===== config.mk =====
export PLATFORM = sky130hd
export DESIGN_NAME = vote_tally
export DESIGN_NICKNAME = d
export VERILOG_FILES = /design/src/rtl/vote_pkg.sv /design/src/rtl/sat_counter.sv /design/src/rtl/vote_tally.sv
export SDC_FILE = /design/constraint.sdc
export NUM_CORES = 1
export LEC_CHECK = 0
export CAP_MARGIN = 40
export CORE_ASPECT_RATIO = 0.5
export CORE_MARGIN = 1
export CORE_UTILIZATION = 50
export DETAILED_ROUTE_END_ITERATION = 6
export GPL_TIMING_DRIVEN = 0
export PLACE_DENSITY = 0.8
export SYNTH_ARGS = -nofsm -noshare
export SYNTH_HDL_FRONTEND = slang
export SYNTH_SLANG_ARGS = --single-unit
export TNS_END_PERCENT = 10

===== constraint.sdc =====
create_clock -name clk -period 9 [get_ports clk]
set_clock_uncertainty 0.1 [all_clocks]
set_input_delay 1.8 -clock clk [delete_from_list [all_inputs] [get_ports clk]]
set_output_delay 1.8 -clock clk [all_outputs]
set_load 0.005 [all_outputs]

===== src/rtl/vote_pkg.sv =====
// Shared types and helpers for the vote tally engine.
package vote_pkg;

   typedef enum logic [1:0] {
      IDLE = 2'd0,
      OPEN = 2'd1,
      SCAN = 2'd2,
      DONE = 2'd3
   } state_e;

   localparam int DEF_N_CAND = 4;
   localparam int DEF_CNT_W  = 21;

   function automatic logic is_onehot(input logic [31:0] v);
      return (v != '0) && ((v & (v - 32'd1)) == '0);
   endfunction

endpackage


===== src/rtl/sat_counter.sv =====
// Clearable up-counter that sticks at all-ones instead of wrapping.
module sat_counter #(
   parameter int W = 8
) (
   input  logic         clk,
   input  logic         rst,
   input  logic         clr,
   input  logic         inc,
   output logic [W-1:0] count
);

   logic [W-1:0] count_q, count_d;

   always_comb begin
      count_d = count_q;
      if (clr) begin
         count_d = '0;
      end else if (inc && !(&count_q)) begin
         count_d = count_q + 1'b1;
      end
   end

   always_ff @(posedge clk) begin
      if (rst) count_q <= '0;
      else     count_q <= count_d;
   end

   assign count = count_q;

endmodule


===== src/rtl/vote_tally.sv =====
// N-candidate vote tally: open, count, close, sequential winner scan, hold.
// Define LIVE_LEADER_EN to add a registered running leader output.
module vote_tally
   import vote_pkg::*;
#(
   parameter  int N_CAND = DEF_N_CAND,
   parameter  int CNT_W  = DEF_CNT_W,
   localparam int IDX_W  = $clog2(N_CAND)
) (
   input  logic                    clk,
   input  logic                    rst,
   input  logic                    start,
   input  logic                    stop,
   input  logic [N_CAND-1:0]       vote,
   output logic [N_CAND*CNT_W-1:0] counts,
   output logic [CNT_W-1:0]        total,
   output logic [CNT_W-1:0]        invalid_cnt,
   output logic                    busy,
   output logic                    result_valid,
   output logic [IDX_W-1:0]        winner,
`ifdef LIVE_LEADER_EN
   output logic [IDX_W-1:0]        leader,
   output logic                    leader_tie,
`endif
   output logic                    tie
);

   state_e                  state_q, state_d;
   logic [CNT_W-1:0]        cnt [N_CAND];
   logic [IDX_W-1:0]        k_q, k_d;
   logic [IDX_W-1:0]        best_idx_q, best_idx_d;
   logic [CNT_W-1:0]        best_q, best_d;
   logic                    tie_q, tie_d;
   logic                    rv_q, rv_d;
   logic                    in_open, clr, v_ok, v_bad, last_k;
   logic [31:0]             vote_ext;

   assign vote_ext = 32'(vote);
   assign in_open  = (state_q == OPEN);
   assign clr      = start && (state_q == IDLE || state_q == DONE);
   assign v_ok     = in_open && is_onehot(vote_ext);
   assign v_bad    = in_open && (vote != '0) && !is_onehot(vote_ext);
   assign last_k   = (k_q == IDX_W'(N_CAND - 1));

   for (genvar i = 0; i < N_CAND; i++) begin : g_cand
      sat_counter #(.W(CNT_W)) u_cnt (
         .clk   (clk),
         .rst   (rst),
         .clr   (clr),
         .inc   (v_ok && vote[i]),
         .count (cnt[i])
      );
      assign counts[i*CNT_W +: CNT_W] = cnt[i];
   end

   sat_counter #(.W(CNT_W)) u_total (
      .clk   (clk),
      .rst   (rst),
      .clr   (clr),
      .inc   (v_ok),
      .count (total)
   );

   sat_counter #(.W(CNT_W)) u_invalid (
      .clk   (clk),
      .rst   (rst),
      .clr   (clr),
      .inc   (v_bad),
      .count (invalid_cnt)
   );

   always_ff @(posedge clk) begin
      if (rst) begin
         state_q    <= IDLE;
         k_q        <= '0;
         best_q     <= '0;
         best_idx_q <= '0;
         tie_q      <= 1'b0;
         rv_q       <= 1'b0;
      end else begin
         state_q    <= state_d;
         k_q        <= k_d;
         best_q     <= best_d;
         best_idx_q <= best_idx_d;
         tie_q      <= tie_d;
         rv_q       <= rv_d;
      end
   end

   always_comb begin
      state_d = state_q;
      case (state_q)
         IDLE:    if (start)  state_d = OPEN;
         OPEN:    if (stop)   state_d = SCAN;
         SCAN:    if (last_k) state_d = DONE;
         DONE:    if (start)  state_d = OPEN;
         default: state_d = IDLE;
      endcase
   end

   // Scan compares against the running best; result is registered one
   // cycle after the scan ends so winner/tie are stable when flagged.
   always_comb begin
      k_d        = k_q;
      best_d     = best_q;
      best_idx_d = best_idx_q;
      tie_d      = tie_q;
      rv_d       = (state_q == DONE) && !start;
      if (clr) begin
         best_d     = '0;
         best_idx_d = '0;
         tie_d      = 1'b0;
      end
      if (state_q == OPEN) k_d = '0;
      if (state_q == SCAN) begin
         k_d = k_q + 1'b1;
         if (k_q == '0) begin
            best_d     = cnt[0];
            best_idx_d = '0;
            tie_d      = 1'b0;
         end else if (cnt[k_q] > best_q) begin
            best_d     = cnt[k_q];
            best_idx_d = k_q;
            tie_d      = 1'b0;
         end else if (cnt[k_q] == best_q) begin
            tie_d = 1'b1;
         end
      end
   end

   assign busy         = (state_q == OPEN) || (state_q == SCAN);
   assign result_valid = rv_q;
   assign winner       = best_idx_q;
   assign tie          = tie_q;

`ifdef LIVE_LEADER_EN
   logic [IDX_W-1:0] lead_q, lead_d, lead_c;
   logic             ltie_q, ltie_d, ltie_c;
   logic [CNT_W-1:0] lmax;

   always_comb begin
      lead_c = '0;
      lmax   = cnt[0];
      ltie_c = 1'b0;
      for (int i = 1; i < N_CAND; i++) begin
         if (cnt[i] > lmax) begin
            lmax   = cnt[i];
            lead_c = IDX_W'(i);
            ltie_c = 1'b0;
         end else if (cnt[i] == lmax) begin
            ltie_c = 1'b1;
         end
      end
      lead_d = in_open ? lead_c : lead_q;
      ltie_d = in_open ? ltie_c : ltie_q;
   end

   always_ff @(posedge clk) begin
      if (rst) begin
         lead_q <= '0;
         ltie_q <= 1'b0;
      end else begin
         lead_q <= lead_d;
         ltie_q <= ltie_d;
      end
   end

   assign leader     = lead_q;
   assign leader_tie = ltie_q;
`endif

endmodule

# Word-level counts from Yosys, hierarchy flattened
# Cells that the tools add are included.
# op_classes
bitwise_logic	2
n_eq_ne	8
add_sub_neg	8
n_mux	22
reduce_logical	41
n_lt_le_gt_ge	2
# op_table
cell	n
$add 21x1->21 const B	6
$mux 21	6
$reduce_and 21->1	6
$bmux 21 s2	1
$and 4x32->32	1
$logic_not 32->1	1
$reduce_bool 32->1	1
$eq 21x21->1	1
$gt 21x21->1	1
$mux 2	9
$logic_and 1x1->1	16
$logic_not 1->1	8
$eq 2x2->1 const B	3
$pmux 2 s3	1
$mux 1	5
$sub 4x1->5 const B	1
$logic_not 2->1	2
$ne 2x2->1 const B	2
$reduce_bool 4->1	1
$reduce_or 2->1	2
$ge 3x3->1 const B	1
$not 2->3	1
$reduce_and 3->1	1
$add 2x1->2 const B	1
other kinds (4)	5
# totals
word_cells	95
in_bits	8
ff_bits	155

# Depth between registers and ports, before layout
# depth
ltp_word	9
ltp_mapped	13
ltp_nobuf	9

# Modules after synthesis
# From an unflattened synthesis, not the netlist that was laid out.
# unflattened
hier_cells	1072
area_unflattened_um2	9088.7
# by_module_without_submodules
module	area_per_inst_um2	n_inst	cells_per_inst
sat_counter	1063.5	6	129
vote_tally	2707.6	1	298

# Least setup slack after synthesis
# OpenSTA, ideal clock, no wires.
# synth_timing
path_kind	input port to flip-flop
startpoint	in vote[0]
endpoint	reg g_cand[1].u_cnt.count_q[19]
required_time_ps	8830
t_arrival_ps	3290
cell_stages	7
path_buffers	2
path_slack_ps	5540
setup_time_ps	70
path_cell_list	clkbuf_1 -> nor3b_2 -> nand4_1 -> or3_1 -> clkbuf_1 -> or3_1 -> a21oi_1
# synth_between
elab_chain_len	7
elab_cells_between_ends	8
# synth_lines
item	line_no	source
start, declared	vote_tally.sv:14	input logic [N_CAND-1:0] vote,
$sub 4x1->5	vote_pkg.sv:15	return (v != '0) && ((v & (v - 32'd1)) == '0);
$and 4x32->32	vote_pkg.sv:15	
$logic_not 32->1	vote_pkg.sv:15	
$logic_and 1x1->1 *	vote_pkg.sv:15	
$logic_and 1x1->1 *	vote_tally.sv:41	assign v_ok = in_open && is_onehot(vote_ext);
$logic_and 1x1->1 *	vote_tally.sv:50	.inc (v_ok && vote[i]),
$logic_and 1x1->1 *	sat_counter.sv:18	end else if (inc && !(&count_q)) begin
end signal, assigned	sat_counter.sv:25	else count_q <= count_d;
end, declared	sat_counter.sv:12	logic [W-1:0] count_q, count_d;
# Every way passes the cells marked *; elsewhere a longest branch is shown, timed or not.
# A chain may end at the register's enable or synchronous reset.

# Worst setup path after layout
# layout_timing
startpoint	in start
endpoint	reg g_cand[1].u_cnt.count_q[20]
# layout_between
elab_chain_len	2
# layout_lines
item	line_no	source
start, declared	vote_tally.sv:12	input logic start,
$logic_and 1x1->1	vote_tally.sv:40	assign clr = start && (state_q == IDLE || state_q == DONE);
$reduce_or 2->1 (no line)	-	
# Every way passes these cells.

==> run summary <==
==========================================================================================
Synthesis-to-finish area growth                                                      25.2%
Met3 routing resource usage after global routing                                     6.60%
Layout Nets                                                                          1,222
Library cell with the largest summed area after synthesis                          dfxtp_1
Number of unique standard cell types used by synthesis                                  63
Utilization after layout                                                             65.9%
Last element of the critical path                                             g_cand[1].u_cnt.count[20]$_SDFFE_PP0P_
Die Y                                                                              96.0 um
Reg2Reg Depth                                                                           12
I/O pins                                                                               139
Start point of the critical path                                                     start
Number of global-route vias before repair                                            8,087
Share of flip-flops with an asynchronous set or reset after synthesis                   0%
Layout cell share with drive strength beyond 1                                       10.8%
Count of flip-flops with a built-in enable after synthesis                               0
Cell Chain, Critical Path                                                     clkdlybuf4s50_1, nand2_1, nand2b_1, clkbuf_1, clkbuf_1, clkbuf_1, nor2_1
Remaining routing DRC violations                                                         0
Top cell types by occurrence after synthesis                                  dfxtp_1 (155), nor2_1 (122), a21oi_1 (70), o21ai_0 (64), xnor2_1 (63)
Area occupied by multi-input gates                                                5290 um2
Biggest fanout along the worst timing path                                              10
Share of power burned in registers                                                   40.3%
Total CTS buffers                                                                       17
Combined area of all synthesized cells                                            8840 um2
Total inserted antenna cells                                                             0
Average routed wire per standard cell                                              18.6 um
Antenna violation net count after detailed routing                                       0
CTS tree                                                                               yes
Via count                                                                            8,419
Total wire length after detailed routing                                         26,400 um
Clock Power Share                                                                    41.3%
Die width                                                                           190 um
Initial Util                                                                         52.6%
Sequential cell area fraction in the yosys report                                    35.1%
Ys Warns                                                                                 0
Clock latency reported for the late side of the worst-skew pair                    0.43 ns
Fraction of post-synthesis cell area in the top cell type by area                    35.1%
Number of cells in the finished layout apart from fillers                            1,422
Fill cells                                                                           1,343
Clock tree sinks                                                                       155
Critical path buffers and inverters                                                      4
Total net switching power                                                           561 uW
Power per standard cell area                                                    158 nW/um2
RSZ-0062 raised after global routing                                                 false
Antenna violations before repair                                                         0
Crit path launch type                                                            input pin
Fin crit share                                                                       46.1%
Cell depth of the worst hold path                                                        2
FP Rows                                                                                 33
Capturing point of the worst reg2reg path                                     best_q[19]$_SDFF_PP0_
Slowest stage cell on the critical path                                           clkbuf_1
Path length in cells of the critical path                                                7
Fin Hold WS                                                                       0.368 ns
Delay contributed by the slowest stage of the critical path                        0.63 ns
Comb power frac                                                                      18.4%
Max-slew headroom                                                                    50.6%
Clock edge transition at the registers on the reported setup and hold paths        0.07 ns
Met1 Usage GRT                                                                       37.6%
Critical Path AT                                                                   4.33 ns
Wire length of the first global-routing pass                                     41,600 um
Number of cells after detailed placement                                             1,390
Most numerous cell on the critical path                                           clkbuf_1
Run status                                                                    finished clean
Placer congestion estimate                                                           0.923
Vias/cell                                                                             5.92
Count of maximum capacitance violations                                                  0
Most common cell in the netlist                                                    dfxtp_1
Cell area after layout                                                          11,100 um2
DP Wirelength                                                                    19,400 um
Slew at the pin with the worst max-slew slack                                     0.741 ns
Root buffer cell                                                                 clkbuf_16
VDD IR max                                                                      0.000139 V
Die Area                                                                        18,200 um2
Kind of cell adding the most delay to the critical path                       buffers and inverters
Minimum clock period after layout                                                  4.15 ns
Cts repair resizes                                                                       0
Number of buffers inserted by post-CTS setup repair                                      0
Setup TNS after final layout                                                          0 ns
Lkg Pwr                                                                         0.00360 uW
Max Transition Viols Final                                                               0
Post-synthesis sequential element count                                                155
Sequential cell area                                                              3100 um2
GRT Residual Overflow                                                                    0
Sw Share                                                                             32.1%
Most used DFF post-synth                                                           dfxtp_1
Largest net degree at the start of global routing                                       17
GRT Overall Usage                                                                    29.2%
Port bufs                                                                              135
Final count of hold timing violations                                                    0
Instance count of the mapped netlist                                                 1,027
# hold bufs at CTS                                                                       0
Reg2reg setup slack                                                                4.97 ns
Internal power                                                                     1180 uW
Core region area                                                                16,800 um2
Cell Area, Placed                                                               10,500 um2
Endpoint required time on the critical path                                        9.18 ns
DR pass1 iterations                                                                      6
Met2 GRT Util                                                                        48.9%
Crit Reg-Reg Startpoint                                                       k_q[0]$_SDFFE_PP0P_
Leading post-synthesis cells by cell area                                     dfxtp_1 (35%), xnor2_1 (6.2%), mux4_2 (5.3%)
Net count after synthesis                                                            1,067
Synthesized area per cell                                                         8.61 um2
Final Setup Violations                                                                   0
Most Crowded Layer GR                                                                 met2
CP Capture Type                                                                       flop
Clock Tree Buf Depth                                                                     2
Iteration-0 DRC Markers                                                                825
Highest clock frequency the design can meet                                        241 MHz
Hold Crit Class                                                                    reg2reg
CTS HTree Levels                                                                         4
Classification of the worst setup path                                              in2reg
==========================================================================================
stage by stage:
stage | worst slack (ns) | power [uW]
global placement | 4.58 | 1020
CTS | 4.96 | 1740
finish | 4.85 | 1750
global route | 4.68 | 1810
floorplan | 5.54 | 922
detailed placement | 4.55 | 1030
layer usage:
metal	vias up	share of wire [%]
li1	3997	-
met3	47	7.4
met1	4040	44
met5	-	0
met4	0	1.4
met2	335	47
tightest hold or removal path, delay by kind of cell, from the launching register on:
kind | cells | cell delay, ns
AOI/OAI and AO/OA | 1 | 0.07
DFF | 1 | 0.31
buffers and inverters | 1 | 0.05
layout by cell type, fill, tap and decap left out, types with 8 or more instances in the layout:
cell / instances
and3_1: 26
nor3_1: 36
and4_1: 17
and3_2: 9
mux4_2: 21
nand3_1: 49
a21oi_1: 70
clkdlybuf4s50_1: 135
nor3b_1: 8
clkbuf_16: 17
xor2_1: 16
o22ai_2: 20
nand2_1: 55
or3_1: 38
mux2_2: 21
xnor2_1: 63
inv_1: 54
ha_1: 32
o21ai_0: 64
clkbuf_1: 34
dfxtp_1: 155
nand4_1: 32
nor2_1: 122
final cells by class:
class | instances | area share (%)
inverters | 54 | 1.83
multi-input cells | 769 | 47.8
repair buffers | 136 | 12.3
clock inverters | 14 | 1.40
well taps | 227 | 2.57
clock buffers | 18 | 3.88
flip-flops and latches | 155 | 28.0
plain buffers | 49 | 2.23
cells by family after synthesis:
| logic type | synth area share, % |
|---|---|
| multiplexers | 8.59 |
| XOR/XNOR | 7.83 |
| flip-flops | 35.1 |
| buffers and inverters | 5.08 |
| AND/OR/NAND/NOR | 25.1 |
| adder cells (fa/ha/maj) | 4.64 |
| AO/OA/AOI/OAI | 13.6 |
power by group through the flow:
stage               sequential, uW  clock, uW  combinational (uW)
detailed placement             719          0                 311
global placement               719          0                 303
CTS                            703        727                 314
floorplan                      717          0                 205
global route                   705        757                 344
finish                         704        721                 321
how the worst min path moves through the flow:
stage | slack, ns | endpoint | from
floorplan | 0.37 | winner[0]$_SDFF_PP0_ | winner[0]$_SDFF_PP0_
global placement | 0.36 | winner[0]$_SDFF_PP0_ | winner[0]$_SDFF_PP0_
detailed placement | 0.37 | winner[0]$_SDFF_PP0_ | winner[0]$_SDFF_PP0_
CTS | 0.37 | winner[0]$_SDFF_PP0_ | winner[0]$_SDFF_PP0_
global route | 0.39 | winner[1]$_SDFF_PP0_ | winner[1]$_SDFF_PP0_
finish | 0.37 | winner[1]$_SDFF_PP0_ | winner[1]$_SDFF_PP0_
sequential cells by signal, indices dropped and copies added (netlist names):
register,cells
k_q,2
result_valid,1
u_invalid.count,21
state_q,2
best_q,21
u_total.count,21
winner,2
g_cand.u_cnt.count,84
tie,1
Note: power is estimated with default switching activity, not from simulation.
